File: src/rtl/cache_pkg.sv
// Shared constants, FSM state type and address field helpers for the
// 2-way, 9-bit-address cache miss sequencer.
package cache_pkg;

    localparam int ADDR_W = 9;
    localparam int DATA_W = 8;
    localparam int TAG_W  = 4;
    localparam int IDX_W  = 3;
    localparam int OFF_W  = 2;

    typedef enum logic [1:0] {
        IDLE   = 2'd0,
        WB     = 2'd1,
        RF     = 2'd2,
        UPDATE = 2'd3
    } state_t;

    function automatic logic [TAG_W-1:0] addr_tag(input logic [ADDR_W-1:0] a);
        return a[ADDR_W-1 -: TAG_W];
    endfunction

    function automatic logic [IDX_W-1:0] addr_index(input logic [ADDR_W-1:0] a);
        return a[OFF_W +: IDX_W];
    endfunction

    function automatic logic [OFF_W-1:0] addr_offset(input logic [ADDR_W-1:0] a);
        return a[OFF_W-1:0];
    endfunction

endpackage

File: src/rtl/cache_beat_ctr.sv
// 2-bit burst beat counter: beat = start + beats completed (mod 4),
// last is high while the fourth beat of the burst is presented.
module cache_beat_ctr
    import cache_pkg::*;
(
    input  logic             clock,
    input  logic             reset,
    input  logic             load,
    input  logic [OFF_W-1:0] start,
    input  logic             adv,
    output logic [OFF_W-1:0] beat,
    output logic             last
);

    logic [OFF_W-1:0] start_q;
    logic [OFF_W-1:0] cnt_q;

    // load wins over adv so the final beat of one burst can seed the next
    always_ff @(posedge clock or posedge reset) begin
        if (reset) begin
            start_q <= '0;
            cnt_q   <= '0;
        end else if (load) begin
            start_q <= start;
            cnt_q   <= '0;
        end else if (adv) begin
            cnt_q <= cnt_q + 2'd1;
        end
    end

    assign beat = start_q + cnt_q;
    assign last = &cnt_q;

endmodule

File: src/rtl/cache_miss_ctrl.sv
// Miss sequencer: detect, optional dirty write-back burst, refill burst, tag commit.
// Optional build macro CACHE_CRITICAL_WORD_FIRST_EN starts the refill at the missed offset.
module cache_miss_ctrl
    import cache_pkg::*;
(
    input  logic              clock,
    input  logic              reset,
    input  logic              rd_cpu,
    input  logic              wr_cpu,
    input  logic [ADDR_W-1:0] addr_cpu,
    input  logic              hit,
    input  logic              victim_way,
    input  logic              victim_valid,
    input  logic              victim_dirty,
    input  logic [TAG_W-1:0]  victim_tag,
    input  logic [DATA_W-1:0] evict_data,
    output logic              stall_cpu,
    output logic [ADDR_W-1:0] addr_mem,
    output logic              rd_mem,
    output logic              wr_mem,
    input  logic              ready_mem,
    input  logic [DATA_W-1:0] data_mem_in,
    output logic [DATA_W-1:0] data_mem_out,
    output logic              array_way,
    output logic [IDX_W-1:0]  array_index,
    output logic [OFF_W-1:0]  array_offset,
    output logic              array_we,
    output logic              tag_we,
    output state_t            state_dbg
);

    // Memory handshake: a beat transfers on every cycle where rd_mem or wr_mem
    // is high and ready_mem is high; while ready_mem is low every beat output holds.

    state_t state_q, state_d;

    logic [TAG_W-1:0] tag_q;
    logic [IDX_W-1:0] index_q;
    logic [TAG_W-1:0] victim_tag_q;
    logic             victim_way_q;

    logic             miss;
    logic             ctr_load;
    logic [OFF_W-1:0] ctr_start;
    logic             ctr_adv;
    logic [OFF_W-1:0] beat;
    logic             last;
    logic [OFF_W-1:0] idle_rf_start;
    logic [OFF_W-1:0] held_rf_start;
    logic [1:0]       unused_bits;

    assign miss = (rd_cpu | wr_cpu) & ~hit;

`ifdef CACHE_CRITICAL_WORD_FIRST_EN
    logic [OFF_W-1:0] offset_q;

    always_ff @(posedge clock or posedge reset) begin
        if (reset)
            offset_q <= '0;
        else if (state_q == IDLE && miss)
            offset_q <= addr_offset(addr_cpu);
    end

    assign idle_rf_start = addr_offset(addr_cpu);
    assign held_rf_start = offset_q;
    assign unused_bits   = {^data_mem_in, 1'b0};
`else
    assign idle_rf_start = '0;
    assign held_rf_start = '0;
    assign unused_bits   = {^data_mem_in, ^addr_cpu[OFF_W-1:0]};
`endif

    // Refill data flows straight from memory into the data array.

    always_ff @(posedge clock or posedge reset) begin
        if (reset) begin
            tag_q        <= '0;
            index_q      <= '0;
            victim_tag_q <= '0;
            victim_way_q <= 1'b0;
        end else if (state_q == IDLE && miss) begin
            tag_q        <= addr_tag(addr_cpu);
            index_q      <= addr_index(addr_cpu);
            victim_tag_q <= victim_tag;
            victim_way_q <= victim_way;
        end
    end

    always_ff @(posedge clock or posedge reset) begin
        if (reset)
            state_q <= IDLE;
        else
            state_q <= state_d;
    end

    always_comb begin
        state_d      = state_q;
        ctr_load     = 1'b0;
        ctr_start    = '0;
        ctr_adv      = 1'b0;
        addr_mem     = '0;
        rd_mem       = 1'b0;
        wr_mem       = 1'b0;
        data_mem_out = '0;
        array_way    = 1'b0;
        array_index  = '0;
        array_offset = '0;
        array_we     = 1'b0;
        tag_we       = 1'b0;
        unique case (state_q)
            IDLE: begin
                ctr_load  = 1'b1;
                // a dirty victim writes back from beat 0; the refill start is reloaded afterwards
                ctr_start = (victim_valid & victim_dirty) ? '0 : idle_rf_start;
                if (miss)
                    state_d = (victim_valid & victim_dirty) ? WB : RF;
            end
            WB: begin
                wr_mem       = 1'b1;
                addr_mem     = {victim_tag_q, index_q, beat};
                data_mem_out = evict_data;
                array_way    = victim_way_q;
                array_index  = index_q;
                array_offset = beat;
                ctr_adv      = ready_mem;
                if (ready_mem && last) begin
                    ctr_load  = 1'b1;
                    ctr_start = held_rf_start;
                    state_d   = RF;
                end
            end
            RF: begin
                rd_mem       = 1'b1;
                addr_mem     = {tag_q, index_q, beat};
                array_way    = victim_way_q;
                array_index  = index_q;
                array_offset = beat;
                array_we     = ready_mem;
                ctr_adv      = ready_mem;
                if (ready_mem && last)
                    state_d = UPDATE;
            end
            UPDATE: begin
                tag_we      = 1'b1;
                array_way   = victim_way_q;
                array_index = index_q;
                state_d     = IDLE;
            end
            default: state_d = IDLE;
        endcase
    end

    cache_beat_ctr u_beat_ctr (
        .clock (clock),
        .reset (reset),
        .load  (ctr_load),
        .start (ctr_start),
        .adv   (ctr_adv),
        .beat  (beat),
        .last  (last)
    );

    assign stall_cpu = (state_q != IDLE) | miss;
    assign state_dbg = state_q;

endmodule
File: config.mk
export PLATFORM = sky130hd
export DESIGN_NAME = cache_miss_ctrl
export DESIGN_NICKNAME = d
export VERILOG_FILES = /design/src/rtl/cache_pkg.sv /design/src/rtl/cache_beat_ctr.sv /design/src/rtl/cache_miss_ctrl.sv
export SDC_FILE = /design/constraint.sdc
export NUM_CORES = 1
export LEC_CHECK = 0
export BUFFER_PORTS_ARGS = -buffer_cell sky130_fd_sc_hd__buf_2
export CORE_ASPECT_RATIO = 1.2
export CORE_MARGIN = 2
export CORE_UTILIZATION = 35
export DETAILED_ROUTE_END_ITERATION = 8
export MAX_ROUTING_LAYER = met4
export PLACE_DENSITY_LB_ADDON = 0.05
export SKIP_LAST_GASP = 1
export SYNTH_ARGS = -nofsm -noshare
export SYNTH_HDL_FRONTEND = slang
export SYNTH_SLANG_ARGS = --single-unit
File: constraint.sdc
create_clock -name clock -period 3.6 [get_ports clock]
set_clock_uncertainty 0.05 [all_clocks]
set_input_delay 0.72 -clock clock [delete_from_list [all_inputs] [get_ports clock]]
set_output_delay 0.72 -clock clock [all_outputs]
set_load 0.1 [all_outputs]
==> flow_summary.toml, run 1 <==
[clocking]
cts_buffers = 3
htreeDepth = 1
cts.clk_slew.worst_paths_ns = 0.10
cts-root-buf = "clkbuf_4"
clock_path_buffers = 2
post_cts_resized = 0
cts_setup_buffers = 0
ctsHoldBuffers = 0
cts_sinks = 16
cts_tree = "built"
insertion_delay_ns = 0.29

[floorplanning]
fp.dieH_um = 62.3
start_util_pct = 36.0
rows = 21
ioPinCount = 68
core_um2 = 2760
die-area_um2 = 3280
die_w_um = 52.6

[worst_setup_path]
required_ns = 2.83
critPathKind = "flop to output port"
worst-r2r-setup-slack_ns = 1.83
endpoint_kind = "output port"
path_max_fanout = 10
startpoint_type = "flop"
arrival_ns = 2.15
regToRegStartpoint = "state_dbg[0]$_DFFE_PP0P_"
rr_endpoint = "tag_q[1]$_DFFE_PP0P_"
reg2reg_depth = 5

[synth]
syn_nets = 134
synth_top_area_cell = "dfrtp_1"
ys_seq_elements = 16
syn_avg_cell_area_um2 = 11.0
synth.area.top_cells = "dfrtp_1 40%, mux2_4 15%, and2_1 10%, ha_1 7.6%, mux2_2 3.4%"
syn_inst = 90
synth_top_area_share_pct = 40.4
synth_commonest_cells = "16 x and2_1, 16 x dfrtp_1, 10 x mux2_4, 6 x ha_1"
netlist_area_um2 = 992
synthFlopType = "dfrtp_1"
yosysWarnings = 0
yosysSeqAreaShare_pct = 40.4
ys_async_sr_fraction_pct = 100
synth_edf_count = 0
synth.distinct_cells = 24

[route]
routedWlPerCell_um = 12.2
detailedRoute.firstIterationViolations = 16
ant_nets = 0
drt-total-wl_um = 2210
vias = 835
drc = 0
drtPass1Iterations = 4
via_per_inst = 4.61

[global_routing]
grt_usage_pct = 14.6
grt_max_degree = 17
antenna_found_initial = 0
grt_pass1_vias = 819
grt_pass1_wl_um = 3630
gr-total-overflow = 0

[sta]
slew_viol_final = 0
max_clock_freq_mhz = 343
rsz0062_at_grt = "no"
setup_viol = 0
tightest_slew_ns = 0.626
min_period_ns = 2.92
finalCritPeriodShare_pct = 81.1
setup_tns_ns = 0
max_slew_margin_pct = 58.2
hold_violations = 0

[finish]
area_growth_syn_to_layout_pct = 38.5
multi_input_area_um2 = 591
register_area_um2 = 400
drive_gt1_share_pct = 59.2
final.fill_count = 267
final_nets = 192
n_antenna_cell = 0

[place]
dp_hpwl_um = 1720
finalWeightedCongestion = 0.754
portBuffers = 57

[run_status]
status = "finished clean"

[hold_path]
hold_class = "input pin to async pin"

[job]
maxCapViolCount = 0
## worst max-delay path by stage
| stage | from | end | slack (ns) |
|---|---|---|---|
| 2_1_floorplan | state_dbg[0]$_DFFE_PP0P_ | data_mem_out[7] | 0.08 |
| 3_3_place_gp | state_dbg[0]$_DFFE_PP0P_ | addr_mem[3] | 0.99 |
| 3_5_place_dp | state_dbg[0]$_DFFE_PP0P_ | addr_mem[4] | 0.99 |
| 4_1_cts | state_dbg[0]$_DFFE_PP0P_ | addr_mem[4] | 0.66 |
| 5_1_grt | state_dbg[0]$_DFFE_PP0P_ | addr_mem[4] | 0.50 |
| 6_report | state_dbg[0]$_DFFE_PP0P_ | addr_mem[4] | 0.68 |
## routing by layer
metal	vias to the layer above	track usage, %	routed length (um)
li1	411	-	-
met1	383	18.8	942
met2	39	23.6	1070
met3	2	1.68	181
met4	0	4.81	13
met5	-	-	0
## worst max-delay path: stages (launching register included)
cell     delay, ns
dfrtp_1       0.44
inv_1         0.11
ha_1          0.51
o21a_1        0.24
and2_2        0.15
buf_2         0.41
## layout make-up
cell class / instances / share of cell area [%]
multi-input cells: 65 / 43.0
flip-flops and latches: 16 / 29.1
clock buffers: 4 / 2.64
well taps: 34 / 3.10
repair buffers: 57 / 20.8
inverters: 5 / 1.37
## stage by stage
step	cells	setup slack, ns	hold WS (ns)	utilization, %	cell area, um2
6_report	181	0.682	0.446	49.8	1370
5_1_grt	181	0.501	0.494	49.8	1370
4_1_cts	181	0.657	0.462	49.8	1370
3_5_place_dp	177	0.989	0.442	48.5	1340
3_3_place_gp	177	0.991	0.437	48.5	1340
2_1_floorplan	90	0.0818	0.425	-	1030
## cells in the final DEF (no fill, tap or decap)
cell type,count
nand2_1,4
mux2_4,10
o21ai_0,2
mux2i_1,1
a22oi_1,4
inv_2,1
xor2_1,1
nor2_1,1
nand3_1,3
and2_2,5
inv_1,4
a21oi_1,2
mux2_2,3
clkbuf_4,3
and2b_1,4
nor2b_4,4
o21a_1,1
dfrtp_1,16
ha_1,4
o21bai_1,1
clkbuf_8,1
buf_2,57
and2_1,11
or2_4,1
a2bb2oi_1,1
ha_2,2
## state kept, by name (all words and copies together), names as in the netlist
signal	flops
tag_q	4
victim_tag_q	4
index_q	3
state_dbg	2
u_beat_ctr.cnt_q	2
victim_way_q	1
## logic make-up (layout without fill, tap and decap cells)
| family | Yosys count | after routing | share of synthesized area (%) |
|---|---|---|---|
| AOI/OAI and AO/OA | 11 | 11 | 7.44 |
| muxes | 14 | 14 | 19.5 |
| xor gates and xnor gates | 1 | 1 | 0.883 |
| buffers and inverters | 9 | 66 | 4.29 |
| and+or+nand+nor | 33 | 33 | 19.9 |
| adders and majority gates | 6 | 6 | 7.57 |
| DFF | 16 | 16 | 40.4 |
Power of run 1 is left out: the tool's default activity adds up to more than one toggle a clock period on the data nets, which glitch-free logic cannot reach.
==> inputs of run 2 (changes only) <==
==> constraint.sdc (replaced) <==
create_clock -name clock -period 2.4 [get_ports clock]
set_clock_uncertainty 0.05 [all_clocks]
set_input_delay 0.48 -clock clock [delete_from_list [all_inputs] [get_ports clock]]
set_output_delay 0.48 -clock clock [all_outputs]
set_load 0.1 [all_outputs]
==> run 2 against run 1 <==
Against the previous run:
- worst setup slack worse by 0.58 ns
- worst hold slack lost 0.24 ns
- flip-flop and latch count did not move
- cell count grew 0.55%
- global-route usage up 1.3 points
- non-clock buffer count up 1
- via count increased by 2.0%
- utilization rose by 7.9 points
- routed wire length is 4.6% higher
- critical path depth shrank 1
- critical path type unchanged
==> flow_summary.toml, run 2 (synthesized netlist as in run 1, its figures left out) <==
[finish]
multi_input_area_um2 = 634
final_common_cell = "buf_2"
utilization_pct = 57.7
register_area_um2 = 408
final.fill_count = 248
reg.largest.list = "tag_q x4, victim_tag_q x4, index_q x3"
layout_common_cells = "46 x buf_2, 16 x and2_2, 14 x dfrtp_1, 11 x buf_12, 10 x mux2_4"
area_growth_syn_to_layout_pct = 60.5
final_nets = 193
final_cell_area_um2 = 1590
n_antenna_cell = 0
drive_gt1_share_pct = 70.3

[global_routing]
gr-total-overflow = 0
grt_max_degree = 17
antenna_found_initial = 0
grt_pass1_wl_um = 3880
grt_usage_pct = 15.9
grt_pass1_vias = 910

[place]
placed_area_um2 = 1570
portBuffers = 57
finalWeightedCongestion = 0.725
dp_hpwl_um = 1800
dpl_worst_slack_ns = 0.413

[clocking]
ctsHoldBuffers = 0
cts_buffers = 3
clock_path_buffers = 2
post_cts_resized = 0
htreeDepth = 1
cts_sinks = 16
cts_setup_buffers = 0
insertion_delay_ns = 0.29
cts.clk_slew.worst_paths_ns = 0.10
cts-root-buf = "clkbuf_4"
cts_tree = "built"

[worst_setup_path]
startpoint_type = "flop"
critPathKind = "flop to output port"
required_ns = 1.87
worst-path-stages = 4
path_max_fanout = 7
endpoint_kind = "output port"
critPathTopFamily = "flip-flops"
reg2reg_depth = 5
arrival_ns = 1.77
setup.worst_path.end = "array_index[0]"
critPathMaxStageDelay_ns = 0.48
timing.critical_path.cells = "inv_4, ha_1, and2b_1, buf_2"
regToRegStartpoint = "state_dbg[0]$_DFFE_PP0P_"
worst-r2r-setup-slack_ns = 0.56
startpoint = "state_dbg[0]$_DFFE_PP0P_"
critPathBufInv = 2
rr_endpoint = "tag_q[0]$_DFFE_PP0P_"
cp_slowest_cell = "dfrtp_4"

[route]
detailedRoute.firstIterationViolations = 7
drtPass1Iterations = 4
via_per_inst = 4.68
drc = 0
routedWlPerCell_um = 12.7
ant_nets = 0
drt-total-wl_um = 2310
vias = 852

[sta]
hold_violations = 0
finalCritPeriodShare_pct = 95.6
rsz0062_at_grt = "no"
max_clock_freq_mhz = 436
tightest_slew_ns = 0.614
setup_viol = 0
slew_viol_final = 0
finalWorstSetupSlack_ns = 0.105
setup_tns_ns = 0
max_slew_margin_pct = 59.0
min_period_ns = 2.30

[floorplanning]
die-area_um2 = 3280
core_um2 = 2760
die_w_um = 52.6
start_util_pct = 36.0
fp.dieH_um = 62.3
rows = 21
ioPinCount = 68

[job]
maxCapViolCount = 0

[hold_path]
hold_class = "input pin to async pin"

[run_status]
status = "finished clean"
[run 2: cell count changes in the layout (fill, tap and decap cells not counted), moves of 11 or more]
cell / delta
buf_12: +11
and2_1: -11
and2_2: +11
buf_2: -11
[run 2: cell type report]
cell class / count / share of cell area [%]
Multi-Input combinational cell: 65 / 39.8
Tap cell: 34 / 2.67
Clock buffer: 4 / 1.65
Timing Repair Buffer: 58 / 28.8
Inverter: 5 / 1.49
Sequential cell: 16 / 25.6
[run 2: worst min-delay path by stage]
stage / startpoint / endpoint / cells past startpoint / slack [ns]
after global placement: victim_way_q$_DFFE_PP0P_ / victim_way_q$_DFFE_PP0P_ / 1 / 0.44
after floorplan: reset / index_q[0]$_DFFE_PP0P_ / 1 / 0.34
final: reset / victim_tag_q[3]$_DFFE_PP0P_ / 2 / 0.21
after detailed placement: victim_way_q$_DFFE_PP0P_ / victim_way_q$_DFFE_PP0P_ / 1 / 0.44
after CTS: reset / victim_tag_q[3]$_DFFE_PP0P_ / 2 / 0.23
after global routing: reset / victim_tag_q[2]$_DFFE_PP0P_ / 2 / 0.25
[run 2: layer usage]
| layer | GRT usage (%) | part of all wire (%) | vias up |
|---|---|---|---|
| li1 | - | - | 418 |
| met1 | 17.8 | 39 | 389 |
| met5 | - | 0 | - |
| met4 | 6.73 | 0.95 | 0 |
| met2 | 27.7 | 51 | 43 |
| met3 | 1.92 | 8.1 | 2 |
[run 2: worst reg2reg max path: cells and delay by family, from the launching register on]
| kind | cells | cell delay, ns |
|---|---|---|
| mux | 1 | 0.33 |
| fa+ha+maj | 1 | 0.32 |
| simple gates | 1 | 0.35 |
| buf+inv | 2 | 0.15 |
| flops | 1 | 0.53 |
[run 2: stage by stage]
| stage | hold WS [ns] | instances |
|---|---|---|
| 2_1_floorplan | 0.344 | 90 |
| 3_3_place_gp | 0.439 | 178 |
| 3_5_place_dp | 0.443 | 178 |
| 4_1_cts | 0.226 | 182 |
| 5_1_grt | 0.248 | 182 |
| 6_report | 0.207 | 182 |
Power of run 2 is left out for the same reason.
==> inputs of run 3 (changes only) <==
--- a/config.mk
+++ b/config.mk
@@ -5,7 +5,9 @@
 export SDC_FILE = /design/constraint.sdc
 export NUM_CORES = 1
 export LEC_CHECK = 0
+export ABC_CLOCK_PERIOD_IN_PS = 2400
 export BUFFER_PORTS_ARGS = -buffer_cell sky130_fd_sc_hd__buf_2
+export CAP_MARGIN = 20
 export CORE_ASPECT_RATIO = 1.2
 export CORE_MARGIN = 2
 export CORE_UTILIZATION = 35
@@ -15,4 +17,5 @@
 export SKIP_LAST_GASP = 1
 export SYNTH_ARGS = -nofsm -noshare
 export SYNTH_HDL_FRONTEND = slang
+export SYNTH_HIERARCHICAL = 1
 export SYNTH_SLANG_ARGS = --single-unit
==> run 3 against run 2 <==
Against the previous run:
- design area grew 17%
- synthesized cell count grew 10%
- worst setup slack lost 0.087 ns
- sequential share of layout area shrank 0.98 points
- synthesized area grew 13%
- register-to-register slack lost 0.09 ns
- maximum frequency shrank 3.6%
- flip-flop and latch count grew 2
- critical path type unchanged
- critical endpoint is now array_index[2]
- highest routed layer unchanged
==> flow_summary.toml, run 3 <==
[worst_setup_path]
cp_slowest_cell = "dfrtp_4"
reg2reg_depth = 5
critPathKind = "flop to output port"
startpoint_type = "flop"
critPathMaxStageDelay_ns = 0.52
critPathBufInv = 2
timing.critical_path.cells = "inv_1, ha_2, and2b_2, buf_2"
rr_endpoint = "tag_q[1]$_DFFE_PP0P_"
regToRegStartpoint = "state_dbg[0]$_DFFE_PP0P_"
critPathTopFamily = "flip-flops"
worst-r2r-setup-slack_ns = 0.47
endpoint_kind = "output port"
path_max_fanout = 7
required_ns = 1.87
arrival_ns = 1.85

[finish]
drive_gt1_share_pct = 68.1
reg.largest.list = "tag_q x4, victim_tag_q x4, index_q x3"
layout_common_cells = "37 x buf_2, 17 x buf_12, 16 x dfrtp_1, 10 x mux2_4, 8 x and2_2"
final_common_cell = "buf_2"
n_antenna_cell = 0
area_growth_syn_to_layout_pct = 65.3
final_nets = 208

[sta]
min_period_ns = 2.38
setup_tns_ns = 0
rsz0062_at_grt = "yes"
max_clock_freq_mhz = 420
hold_violations = 0
max_slew_margin_pct = 63.6
finalCritPeriodShare_pct = 99.2
slew_viol_final = 0
tightest_slew_ns = 0.546
setup_viol = 0

[clocking]
cts_tree = "built"
cts-root-buf = "clkbuf_4"
insertion_delay_ns = 0.28
cts.clk_slew.worst_paths_ns = 0.10
cts_sinks = 18
cts_buffers = 3
clock_path_buffers = 2
cts_setup_buffers = 0
htreeDepth = 1

[route]
detailedRoute.firstIterationViolations = 16
drt-total-wl_um = 2640
via_per_inst = 4.70
drc = 0
routedWlPerCell_um = 13.4
vias = 922
drtPass1Iterations = 3
ant_nets = 0

[place]
finalWeightedCongestion = 0.750
portBuffers = 57
dp_hpwl_um = 2220

[synth]
yosysMostFrequentCell = "dfrtp_1"
synth.area.top_cells = "dfrtp_1 40%, mux2_4 13%, ha_1 10%, and2_1 8.3%, mux2_2 5.0%"
yosysWarnings = 6
synth.distinct_cells = 24
ys_seq_elements = 18
ys_async_sr_fraction_pct = 100
synthFlopType = "dfrtp_1"
netlist_area_um2 = 1120
syn_inst = 99
syn_avg_cell_area_um2 = 11.4
synth_edf_count = 0
synth_top_area_cell = "dfrtp_1"
yosysSeqAreaShare_pct = 40.0
synth_top_area_share_pct = 40.0
synth_commonest_cells = "18 x dfrtp_1, 15 x and2_1, 10 x mux2_4, 9 x ha_1, 6 x nor2b_1"

[floorplanning]
die-area_um2 = 3690
ioPinCount = 68
core_um2 = 3060
start_util_pct = 36.8
fp.dieH_um = 66.1
die_w_um = 55.8
rows = 22

[run_status]
status = "finished clean"

[job]
maxCapViolCount = 0

[global_routing]
gr-total-overflow = 0
grt_usage_pct = 15.6
antenna_found_initial = 0
grt_pass1_vias = 987
grt_max_degree = 15
grt_pass1_wl_um = 4390

[hold_path]
hold_class = "input pin to async pin"
-- run 3: worst max-delay path by stage --
| stage | start | end | slack [ns] | depth (start not counted) |
|---|---|---|---|---|
| 5_1_grt | state_dbg[0]$_DFFE_PP0P_ | array_way | -0.06 | 4 |
| 2_1_floorplan | state_dbg[0]$_DFFE_PP0P_ | addr_mem[0] | -0.22 | 4 |
| 6_report | state_dbg[0]$_DFFE_PP0P_ | array_index[2] | 0.02 | 4 |
| 3_5_place_dp | state_dbg[0]$_DFFE_PP0P_ | array_index[2] | 0.25 | 4 |
| 4_1_cts | state_dbg[0]$_DFFE_PP0P_ | array_index[2] | -0.01 | 4 |
| 3_3_place_gp | state_dbg[0]$_DFFE_PP0P_ | array_index[0] | 0.27 | 4 |
-- run 3: timing repair --
action / CTS / global route
endpoints found under the setup margin: 8 / 11
hold buffers: 0 / 0
gates resized for setup: 3 / 4
-- run 3: final cells by class --
class,instances,area [um2]
Timing Repair Buffer,58,559
Clock buffer,4,36.3
Multi-Input combinational cell,74,738
Fill cell,271,1200
Inverter,6,22.5
Sequential cell,18,458
Tap cell,36,45.0
-- run 3: per-stage QoR --
step                hold slack (ns)  cells  setup slack [ns]  instance area [um2]  utilization (%)
global route                0.00329    196           -0.0574                 1860             60.9
floorplan                     0.196    100            -0.222                 1230                -
global placement              0.322    192             0.267                 1810             59.1
finish                       0.0134    196            0.0181                 1860             60.9
CTS                         0.00876    196           -0.0109                 1850             60.5
detailed placement            0.324    192             0.252                 1810             59.1
-- run 3: layer usage --
metal | GRT usage, % | wire length, um
met1 | 16.0 | 995
met2 | 30.5 | 1500
met3 | 2.54 | 122
met4 | 4.57 | 17
met5 | - | 0
-- run 3: cell families (layout without fill, tap and decap cells) --
kind of cell               count (synthesis)  after routing  synth area share (%)
adders and majority gates                  9              9                  10.0
AOI/OAI and AO/OA                         10             10                  6.12
and+or+nand+nor                           33             33                  17.7
xor gates and xnor gates                   3              3                  2.34
other                                      1              2                 0.333
buffers and inverters                      8             68                  3.34
DFF                                       18             18                  40.0
muxes                                     17             17                  20.1
Power of run 3 is left out for the same reason.
